## config.mk

```make
export PLATFORM = sky130hd
export DESIGN_NAME = wb_pipe_stage
export DESIGN_NICKNAME = d
export VERILOG_FILES = /design/src/rtl/wb_pipe_stage_pkg.sv /design/src/rtl/wb_pipe_stage_src_mux.sv /design/src/rtl/wb_pipe_stage.sv
export SDC_FILE = /design/constraint.sdc
export NUM_CORES = 1
export LEC_CHECK = 0
export BUFFER_PORTS_ARGS = -buffer_cell sky130_fd_sc_hd__clkbuf_2
export CAP_MARGIN = 10
export CORE_MARGIN = 2
export CORE_UTILIZATION = 53
export DETAILED_ROUTE_END_ITERATION = 16
export PLACE_DENSITY = 0.86
export SETUP_SLACK_MARGIN = 0.02
export SYNTH_ARGS = -nofsm -noshare
export SYNTH_HDL_FRONTEND = slang
export SYNTH_SLANG_ARGS = --single-unit
```

## constraint.sdc

```tcl
create_clock -name clk -period 5.45 [get_ports clk]
set_clock_uncertainty 0.15 [all_clocks]
set_input_delay 0.545 -clock clk [delete_from_list [all_inputs] [get_ports clk]]
set_output_delay 0.545 -clock clk [all_outputs]
set_load 0.01 [all_outputs]
```

## src/rtl/wb_pipe_stage_pkg.sv

```systemverilog
// Shared constants and types for the writeback pipeline stage.
package wb_pipe_stage_pkg;

   // Head entry plus one skid entry.
   localparam int FIFO_DEPTH = 2;
   // Occupancy counter width, enough to hold 0..FIFO_DEPTH.
   localparam int OCC_W      = $clog2(FIFO_DEPTH + 1);

   typedef logic [OCC_W-1:0] occ_t;

   // Entry layout is {flag, addr, data}, flag in the MSB. The struct itself
   // is declared in the top because its field widths follow module parameters.
   localparam int ENTRY_FLAG_BITS = 1;

endpackage

```

## src/rtl/wb_pipe_stage_src_mux.sv

```systemverilog
// One-hot result-source mux; the lowest set select bit wins, no bit set gives 0.
module wb_src_mux #(
   parameter int NUM_SRC = 4,
   parameter int DATA_W  = 32
) (
   input  logic [NUM_SRC-1:0]        i_sel,
   input  logic [NUM_SRC*DATA_W-1:0] i_data,
   output logic [DATA_W-1:0]         o_data
);

   // Scan from the top so the lowest set index is the last assignment to stick.
   always_comb begin
      o_data = '0;
      for (int k = NUM_SRC - 1; k >= 0; k--) begin
         if (i_sel[k]) o_data = i_data[k*DATA_W +: DATA_W];
      end
   end

endmodule

```

## src/rtl/wb_pipe_stage.sv

```systemverilog
// Writeback stage: source select, 2-entry skid FIFO toward the regfile,
// flush, x0-write suppression and a retired-write counter.
module wb_pipe_stage
   import wb_pipe_stage_pkg::*;
#(
   parameter int DATA_W        = 32,
   parameter int ADDR_W        = 5,
   parameter int NUM_SRC       = 4,
   parameter bit ZERO_SUPPRESS = 1'b1,
   parameter int CNT_W         = 32
) (
   input  logic                      clk,
   input  logic                      rst,
   input  logic                      flush_i,
   input  logic                      in_valid_i,
   output logic                      in_ready_o,
   input  logic                      in_flag_i,
   input  logic [ADDR_W-1:0]         in_addr_i,
   input  logic [NUM_SRC-1:0]        in_sel_i,
   input  logic [NUM_SRC*DATA_W-1:0] in_data_i,
   output logic                      out_valid_o,
   input  logic                      out_ready_i,
   output logic                      wb_flag_o,
   output logic [ADDR_W-1:0]         wb_addr_o,
   output logic [DATA_W-1:0]         wb_data_o,
   output logic [CNT_W-1:0]          wb_cnt_o
);

   typedef struct packed {
      logic              flag;
      logic [ADDR_W-1:0] addr;
      logic [DATA_W-1:0] data;
   } entry_t;

   entry_t            r_head;
   entry_t            r_skid;
   occ_t              r_occ;
   logic [CNT_W-1:0]  r_wb_cnt;

   logic [DATA_W-1:0] w_sel_data;
   logic              w_zero_wr;
   entry_t            w_new;
   logic              w_push;
   logic              w_pop;

   wb_src_mux #(
      .NUM_SRC (NUM_SRC),
      .DATA_W  (DATA_W)
   ) u_src_mux (
      .i_sel  (in_sel_i),
      .i_data (in_data_i),
      .o_data (w_sel_data)
   );

   // Build the incoming entry; writes to x0 lose their flag when suppression is on.
   always_comb begin
      w_zero_wr  = ZERO_SUPPRESS && (in_addr_i == '0);
      w_new.flag = in_flag_i & ~w_zero_wr;
      w_new.addr = in_addr_i;
      w_new.data = w_sel_data;
   end

   // Ready depends only on occupancy, so no combinational path from out_ready_i.
   assign in_ready_o  = (r_occ < occ_t'(FIFO_DEPTH));
   assign out_valid_o = (r_occ != '0);
   assign w_push      = in_valid_i & in_ready_o & ~flush_i;
   assign w_pop       = out_valid_o & out_ready_i;

   // Head/skid storage; vacated entries keep addr/data but always drop their flag.
   always_ff @(posedge clk or posedge rst) begin
      if (rst) begin
         r_head <= '0;
         r_skid <= '0;
         r_occ  <= '0;
      end else if (flush_i) begin
         r_head.flag <= 1'b0;
         r_skid.flag <= 1'b0;
         r_occ       <= '0;
      end else begin
         case (r_occ)
            occ_t'(0): begin
               if (w_push) begin
                  r_head <= w_new;
                  r_occ  <= occ_t'(1);
               end
            end
            occ_t'(1): begin
               if (w_push && w_pop) begin
                  r_head <= w_new;
               end else if (w_push) begin
                  r_skid <= w_new;
                  r_occ  <= occ_t'(2);
               end else if (w_pop) begin
                  r_head.flag <= 1'b0;
                  r_occ       <= occ_t'(0);
               end
            end
            default: begin
               // Full: push is impossible, a pop promotes the skid entry.
               if (w_pop) begin
                  r_head      <= r_skid;
                  r_skid.flag <= 1'b0;
                  r_occ       <= occ_t'(1);
               end
            end
         endcase
      end
   end

   // Count retired register writes; a flush cycle's pop does not retire.
   always_ff @(posedge clk or posedge rst) begin
      if (rst) begin
         r_wb_cnt <= '0;
      end else if (!flush_i && w_pop && r_head.flag) begin
         r_wb_cnt <= r_wb_cnt + 1'b1;
      end
   end

   assign wb_flag_o = r_head.flag;
   assign wb_addr_o = r_head.addr;
   assign wb_data_o = r_head.data;
   assign wb_cnt_o  = r_wb_cnt;

endmodule

```

==> reports/results.ini, run 1 <==
[place]
globalplace.congestion = 0.7905
port_buffers = 214
dp.cells = 833
dpl.hpwl_um = 10610
place_ws_ns = 2.555

[cells_and_area]
fin_nets = 853
syn_to_final_growth_pct = 24.42
final_common_cell = clkbuf_2
diodes = 0
drive_gt1_frac = 0.3501
instances_no_fill = 850
final_cell_mix = clkbuf_2, dfrtp_1, nand2_1

[timing]
setup_slack_ns = 2.557
worstMarginPinSlew_ns = 1.092
maxSlewViolCount = 0
finalHoldViolCount = 0
finalWorstPathRequiredPeriod_ns = 2.893
max_slew_margin = 0.2720
setup_viol = 0
tns_ns = 0
max_freq_mhz = 345.7
rsz0062_at_grt = no
fin_crit_sh = 0.5308

[synth]
ys.flop_type = dfrtp_1
synth_cell_type_count = 43
syn_inst = 523
yosysWarningCount = 0
syn-num-nets = 667
ys_ff_latch = 110
ys_seq_area_frac = 0.5040
yosys.area_share.xor_xnor = 0.04971
synth_top_family_by_area = compound AO/OA/AOI/OAI gates
muxShareOfSynthArea = 0.02497
synth_compound_area_frac = 0.2346
synthSimpleGateAreaFrac = 0.1352
synth-edff-count = 0
async_flop_share = 1.000
avgSynthCellArea_sq_um = 10.44
synth_fa_ha_area_frac = 0.002291
syn_area_sq_um = 5461

[floorplanning]
die_w_um = 105.5
die-area_sq_um = 11130
initial_core_util = 0.5362
core_sq_um = 10180
rows = 37
die_y_um = 105.5
pin_count = 215

[clocking]
cts-hold-fix-buffers = 0
max-clock-path-buffers = 2
post_cts_buffers = 0
cts.sinks = 110
clk_latency_ns = 0.38
cts_resized = 0
cts_buffers = 9
clk_pin_slew_worst_paths_ns = 0.10
cts-root-buf = clkbuf_8
htree_levels = 3
cts_tree = built

[drt]
drc = 0
first_pass_iters = 5
vias = 5118
routed_wl_um = 15010
via_per_inst = 6.021
first_iter_violations = 328
wire_per_inst_um = 17.66
ant_nets = 0

[critical_path]
required_ns = 5.58
crit_family = simple AND/OR/NAND/NOR gates
path_max_fanout = 79
critPathCaptureType = flop
cp.buffers_inverters = 1
crit_path_start_kind = flop
crit_type = flop to flop
path_cells = buf_4, o2111ai_1, nor4_2, nand4_1, xnor2_1
reg2reg_slack_ns = 2.56
critPathMaxStageDelay_ns = 0.93
cp.arrival_ns = 3.02
cp_slowest_cell = nor4_2

[status]
outcome = finished clean

[pwr]
p_leak_nw = 3.365
p_total_mw = 2.070
ir_worst_vdd_v = 0.0001407
power-per-cell-area_nw_per_um2 = 304.7

[global_route]
grt_pass1_wl_um = 24360
overflow = 0
antenna_found_initial = 0
grtUsageTotal = 0.2729
grt_max_degree = 80
grt_pass1_vias = 5080

[hold_path]
hp-class = input port to asynchronous set/reset pin

[job]
drv_cap = 0

flip-flops by register name (all words and copies together), names as in the netlist:
| name | flops |
|---|---|
| wb_flag_o | 1 |
| wb_cnt_o | 32 |
| wb_addr_o | 5 |
| r_skid | 38 |
| wb_data_o | 32 |
| r_occ | 2 |
cells by family (layout without fill, tap and decap cells):
family                   Yosys count  in the layout
multiplexers                      11             11
flip-flops                       110            110
buffers and inverters             55            246
XOR/XNOR                          31             31
AO/OA/AOI/OAI                    179            179
adder cells (fa/ha/maj)            1              1
AND/OR/NAND/NOR                  136            136
final timing paths:
path / startpoint / endpoint / cells after the start
max in group asynchronous: rst / wb_data_o[15] / 3
max reg2reg: r_occ[1] / wb_cnt_o[25] / 5
max: r_occ[1] / wb_cnt_o[25] / 5
min in group clk: flush_i / r_skid[37] / 2
min: rst / wb_cnt_o[14] / 2
min reg2reg: r_skid[15] / r_skid[15] / 2
synthesized netlist by cell type (2+ instances only):
| master | number | area, sq um |
|---|---|---|
| a21oi_1 | 37 | 185.2 |
| a221oi_1 | 32 | 280.3 |
| a2bb2oi_1 | 32 | 280.3 |
| and2_1 | 2 | 12.51 |
| and3_1 | 7 | 43.79 |
| and4_1 | 2 | 17.52 |
| buf_2 | 16 | 80.08 |
| buf_4 | 5 | 37.54 |
| buf_6 | 3 | 33.78 |
| clkbuf_1 | 21 | 78.83 |
| dfrtp_1 | 110 | 2753 |
| inv_1 | 9 | 33.78 |
| mux2_4 | 5 | 75.07 |
| mux2i_1 | 5 | 50.05 |
| nand2_1 | 45 | 168.9 |
| nand2b_1 | 2 | 12.51 |
| nand3_1 | 11 | 55.05 |
| nand4_1 | 13 | 81.33 |
| nor2_1 | 8 | 30.03 |
| nor3_1 | 2 | 10.01 |
| nor4_1 | 2 | 12.51 |
| nor4_2 | 2 | 25.02 |
| o21ai_0 | 9 | 45.04 |
| o22ai_1 | 31 | 193.9 |
| o31ai_1 | 32 | 240.2 |
| or3_1 | 34 | 212.7 |
| xnor2_1 | 25 | 219.0 |
| xor2_1 | 6 | 52.55 |
routing by layer:
layer / wire length [um] / part of all wire / global-route usage
met1: 6001 / 0.40 / 0.3626
met2: 7315 / 0.49 / 0.4401
met3: 1139 / 0.076 / 0.04576
met4: 554 / 0.037 / 0.1241
met5: 0 / 0 / 0
cell type report:
| class | instances | area (sq um) |
|---|---|---|
| fillers | 821 | 3390 |
| flip-flops and latches | 110 | 2754 |
| multi-input cells | 358 | 2455 |
| repair buffers | 221 | 1131 |
| well taps | 136 | 170.2 |
| clock buffers | 13 | 158.9 |
| clock inverters | 3 | 90.09 |
| inverters | 9 | 36.28 |
where the power goes:
group	internal (mW)	switching (mW)
logic	0.205	0.220
clock network	0.331	0.273
registers	0.951	0.0894
total	1.49	0.583
through the flow:
step                      hold slack, ns  utilization  area (sq um)
final                            0.05940       0.6672          6795
after floorplan                   0.2977            -          5461
after detailed placement          0.3160       0.6413          6531
after global routing              0.1163       0.6672          6795
after CTS                        0.09280       0.6657          6780
after global placement            0.3092       0.6413          6531
No activity file was read; power rests on OpenSTA's default activity.
==> run 2: changes to the inputs <==
--- a/config.mk
+++ b/config.mk
@@ -5,12 +5,13 @@
 export SDC_FILE = /design/constraint.sdc
 export NUM_CORES = 1
 export LEC_CHECK = 0
+export ABC_AREA = 1
 export BUFFER_PORTS_ARGS = -buffer_cell sky130_fd_sc_hd__clkbuf_2
 export CAP_MARGIN = 10
 export CORE_MARGIN = 2
-export CORE_UTILIZATION = 53
+export CORE_UTILIZATION = 51
 export DETAILED_ROUTE_END_ITERATION = 16
-export PLACE_DENSITY = 0.86
+export PLACE_DENSITY = 0.81
 export SETUP_SLACK_MARGIN = 0.02
 export SYNTH_ARGS = -nofsm -noshare
 export SYNTH_HDL_FRONTEND = slang
==> constraint.sdc (replaced) <==
create_clock -name clk -period 3 [get_ports clk]
set_clock_uncertainty 0.15 [all_clocks]
set_input_delay 0.3 -clock clk [delete_from_list [all_inputs] [get_ports clk]]
set_output_delay 0.3 -clock clk [all_outputs]
set_load 0.01 [all_outputs]
==> reports/results.ini, run 2 <==
[critical_path]
required_ns = 2.55  ; -3.03 ns
cp.buffers_inverters = 3  ; +2
cp_slowest_cell = dfrtp_1
crit_path_start_kind = flop
rr_worst_depth = 7  ; +2
path_max_fanout = 68  ; -14%
crit_type = flop to output pin
cp_num_cells = 4  ; -1
crit_family = buffers and inverters
path_cells = inv_2, buf_4, nand2_1, clkbuf_2
critPathMaxStageDelay_ns = 0.59  ; -0.34 ns
cp.arrival_ns = 1.98  ; -1.04 ns
critPathCaptureType = output pin

[floorplanning]
die_y_um = 116.3  ; +10%
die_w_um = 116.3  ; +10%
pin_count = 215  ; unchanged
rows = 41  ; +11%
die-area_sq_um = 13520  ; +21%
core_sq_um = 12470  ; +22%
initial_core_util = 0.5156  ; -0.02063

[drt]
drc = 0  ; unchanged
first_iter_violations = 531  ; +62%
ant_nets = 0  ; unchanged
routed_wl_um = 17730  ; +18%
wire_per_inst_um = 13.50  ; -24%
vias = 6663  ; +30%
first_pass_iters = 5  ; unchanged
via_per_inst = 5.071  ; -16%

[clocking]
cts_tree = built
clk_latency_ns = 0.35  ; -0.03 ns
cts_buffers = 9  ; unchanged
post_cts_buffers = 0  ; unchanged
htree_levels = 3  ; unchanged
cts-root-buf = clkbuf_16
clk_pin_slew_worst_paths_ns = 0.07  ; -0.03 ns
cts.sinks = 110  ; unchanged
cts_resized = 0  ; unchanged
max-clock-path-buffers = 2  ; unchanged

[synth]
synth_commonest_cells = nand2_1, dfrtp_1, nor2_1
ys_top_cells_by_area = dfrtp_1, nand2_1, nor2_1, nand3_1, o211ai_1
synth_compound_area_frac = 0.1010  ; -0.1336
ys.flop_type = dfrtp_1
synth_cell_type_count = 27  ; -37%
avgSynthCellArea_sq_um = 6.809  ; -35%
yosys.area_share.xor_xnor = 0.02180  ; -0.02791
yosysWarningCount = 0  ; unchanged
yosysTopAreaCell = dfrtp_1
synth_top_family_by_area = simple AND/OR/NAND/NOR gates
synth-edff-count = 0  ; unchanged
muxShareOfSynthArea = 0  ; -0.02497
ys_ff_latch = 110  ; unchanged
async_flop_share = 1.000  ; unchanged
syn-num-nets = 1088  ; +63%
syn_inst = 944  ; +80%
ys_seq_area_frac = 0.4283  ; -0.07574
synthSimpleGateAreaFrac = 0.3825  ; +0.2474
syn_area_sq_um = 6427  ; +18%
synthMostInstantiatedCell = nand2_1
synth_top_area_frac = 0.4283  ; -0.07574
synth_fa_ha_area_frac = 0.001947  ; -0.0003443

[place]
port_buffers = 214  ; unchanged
globalplace.congestion = 0.8973  ; +14%
dpl.hpwl_um = 13330  ; +26%

[global_route]
grt_pass1_wl_um = 30090  ; +24%
antenna_found_initial = 0  ; unchanged
grt_max_degree = 69  ; -14%
grtUsageTotal = 0.2781  ; +0.005244
grt_pass1_vias = 6483  ; +28%
overflow = 0  ; unchanged

[job]
drv_cap = 0  ; unchanged

[timing]
max_slew_margin = 0.5175  ; +0.2455
maxSlewViolCount = 0  ; unchanged
max_freq_mhz = 410.7
setup_viol = 0  ; unchanged
tns_ns = 0  ; unchanged
fin_crit_sh = 0.8116
finalHoldViolCount = 0  ; unchanged
rsz0062_at_grt = no
finalWorstPathRequiredPeriod_ns = 2.435
worstMarginPinSlew_ns = 0.7237  ; -0.3682 ns

[cells_and_area]
largest_reg_flops = 38  ; unchanged
diodes = 0  ; unchanged
syn_to_final_growth_pct = 23.73
regMostFlops = r_skid
final_cell_mix = nand2_1, clkbuf_2, dfrtp_1
final_common_cell = nand2_1
fin_nets = 1281  ; +50%
drive_gt1_frac = 0.2320  ; -0.1181
post-route-util = 0.6380  ; -0.02924

[hold_path]
min_path_cells = 3
hp-class = input port to flop

[pwr]
p_leak_nw = 4.420  ; +31%
ir_worst_vdd_v = 0.0003270  ; +130%
power-per-cell-area_nw_per_um2 = 629.5  ; +110%

[status]
outcome = finished clean

run 2: cell types whose count changed in the layout (fill, tap and decap cells not counted), moves of 32 or more:
cell       delta
or3_1        -33
a221oi_1     -32
o31ai_1      -32
nand2_1     +371
nor2_1       +91
o211ai_1     +34
inv_1        +42
nand3_1      +48
a2bb2oi_1    -32
run 2: repair_timing:
action | in CTS | in global routing
setup endpoints to repair | 0 | 0
hold buffers | 1 | 0
hold endpoints to repair | 22 | 0
run 2: per-stage QoR:
step           std cells  area [sq um]  total power, mW  hold WS, ns  setup WS [ns]
4_1_cts             1314          7953            5.046      0.06489         0.5404
2_1_floorplan        944          6431            3.154       0.2926          1.221
3_5_place_dp        1297          7622            3.779       0.2278         0.6598
6_report            1314          7953            5.006      0.07297         0.5653
3_3_place_gp        1297          7622            3.735       0.2305         0.7891
5_1_grt             1314          7953            5.359      0.08317         0.4143
run 2: cells by family (layout without fill, tap and decap cells):
logic type / count (synthesis) / count (layout)
simple gates: 607 / 607
flops: 110 / 110
compound gates: 108 / 108
buf+inv: 102 / 300
xor+xnor: 16 / 16
fa+ha+maj: 1 / 1
run 2: cell type report:
cell class / instances / area (sq um)
flip-flops and latches: 110 / 2753
clock inverters: 3 / 40.04
inverters: 57 / 217.7
well taps: 172 / 215.2
multi-input cells: 732 / 3263
repair buffers: 227 / 1184
fillers: 1166 / 4513
clock buffers: 13 / 280.3
run 2: worst paths after layout:
| check | slack (ns) | startpoint | to |
|---|---|---|---|
| worst max-delay path | 0.57 | r_occ[1] | out_valid_o |
| worst min-delay path | 0.07 | in_addr_i[1] | r_skid[33] |
| worst max register to register | 0.65 | r_occ[1] | wb_cnt_o[24] |
| worst min register to register | 0.33 | wb_addr_o[1] | wb_addr_o[1] |
| max in group asynchronous | 1.44 | rst | r_skid[19] |
| min in group asynchronous | 0.40 | rst | wb_cnt_o[1] |
run 2: per-layer routing:
layer  up-vias  share of wire  track usage
li1       3378              -            -
met1      3013           0.44       0.3743
met2       232           0.47       0.4550
met3        40          0.065      0.04567
met4         0          0.026       0.1024
met5         -              0            0
run 2: worst min-delay path: cells and delay by family:
family / cells / cell delay, ns
AO/OA/AOI/OAI: 1 / 0.07
buffers and inverters: 2 / 0.15
run 2: power by group:
group          internal [mW]  switching [mW]
registers               1.99           0.300
logic                  0.597           0.868
clock network          0.736           0.519
total                   3.32            1.69
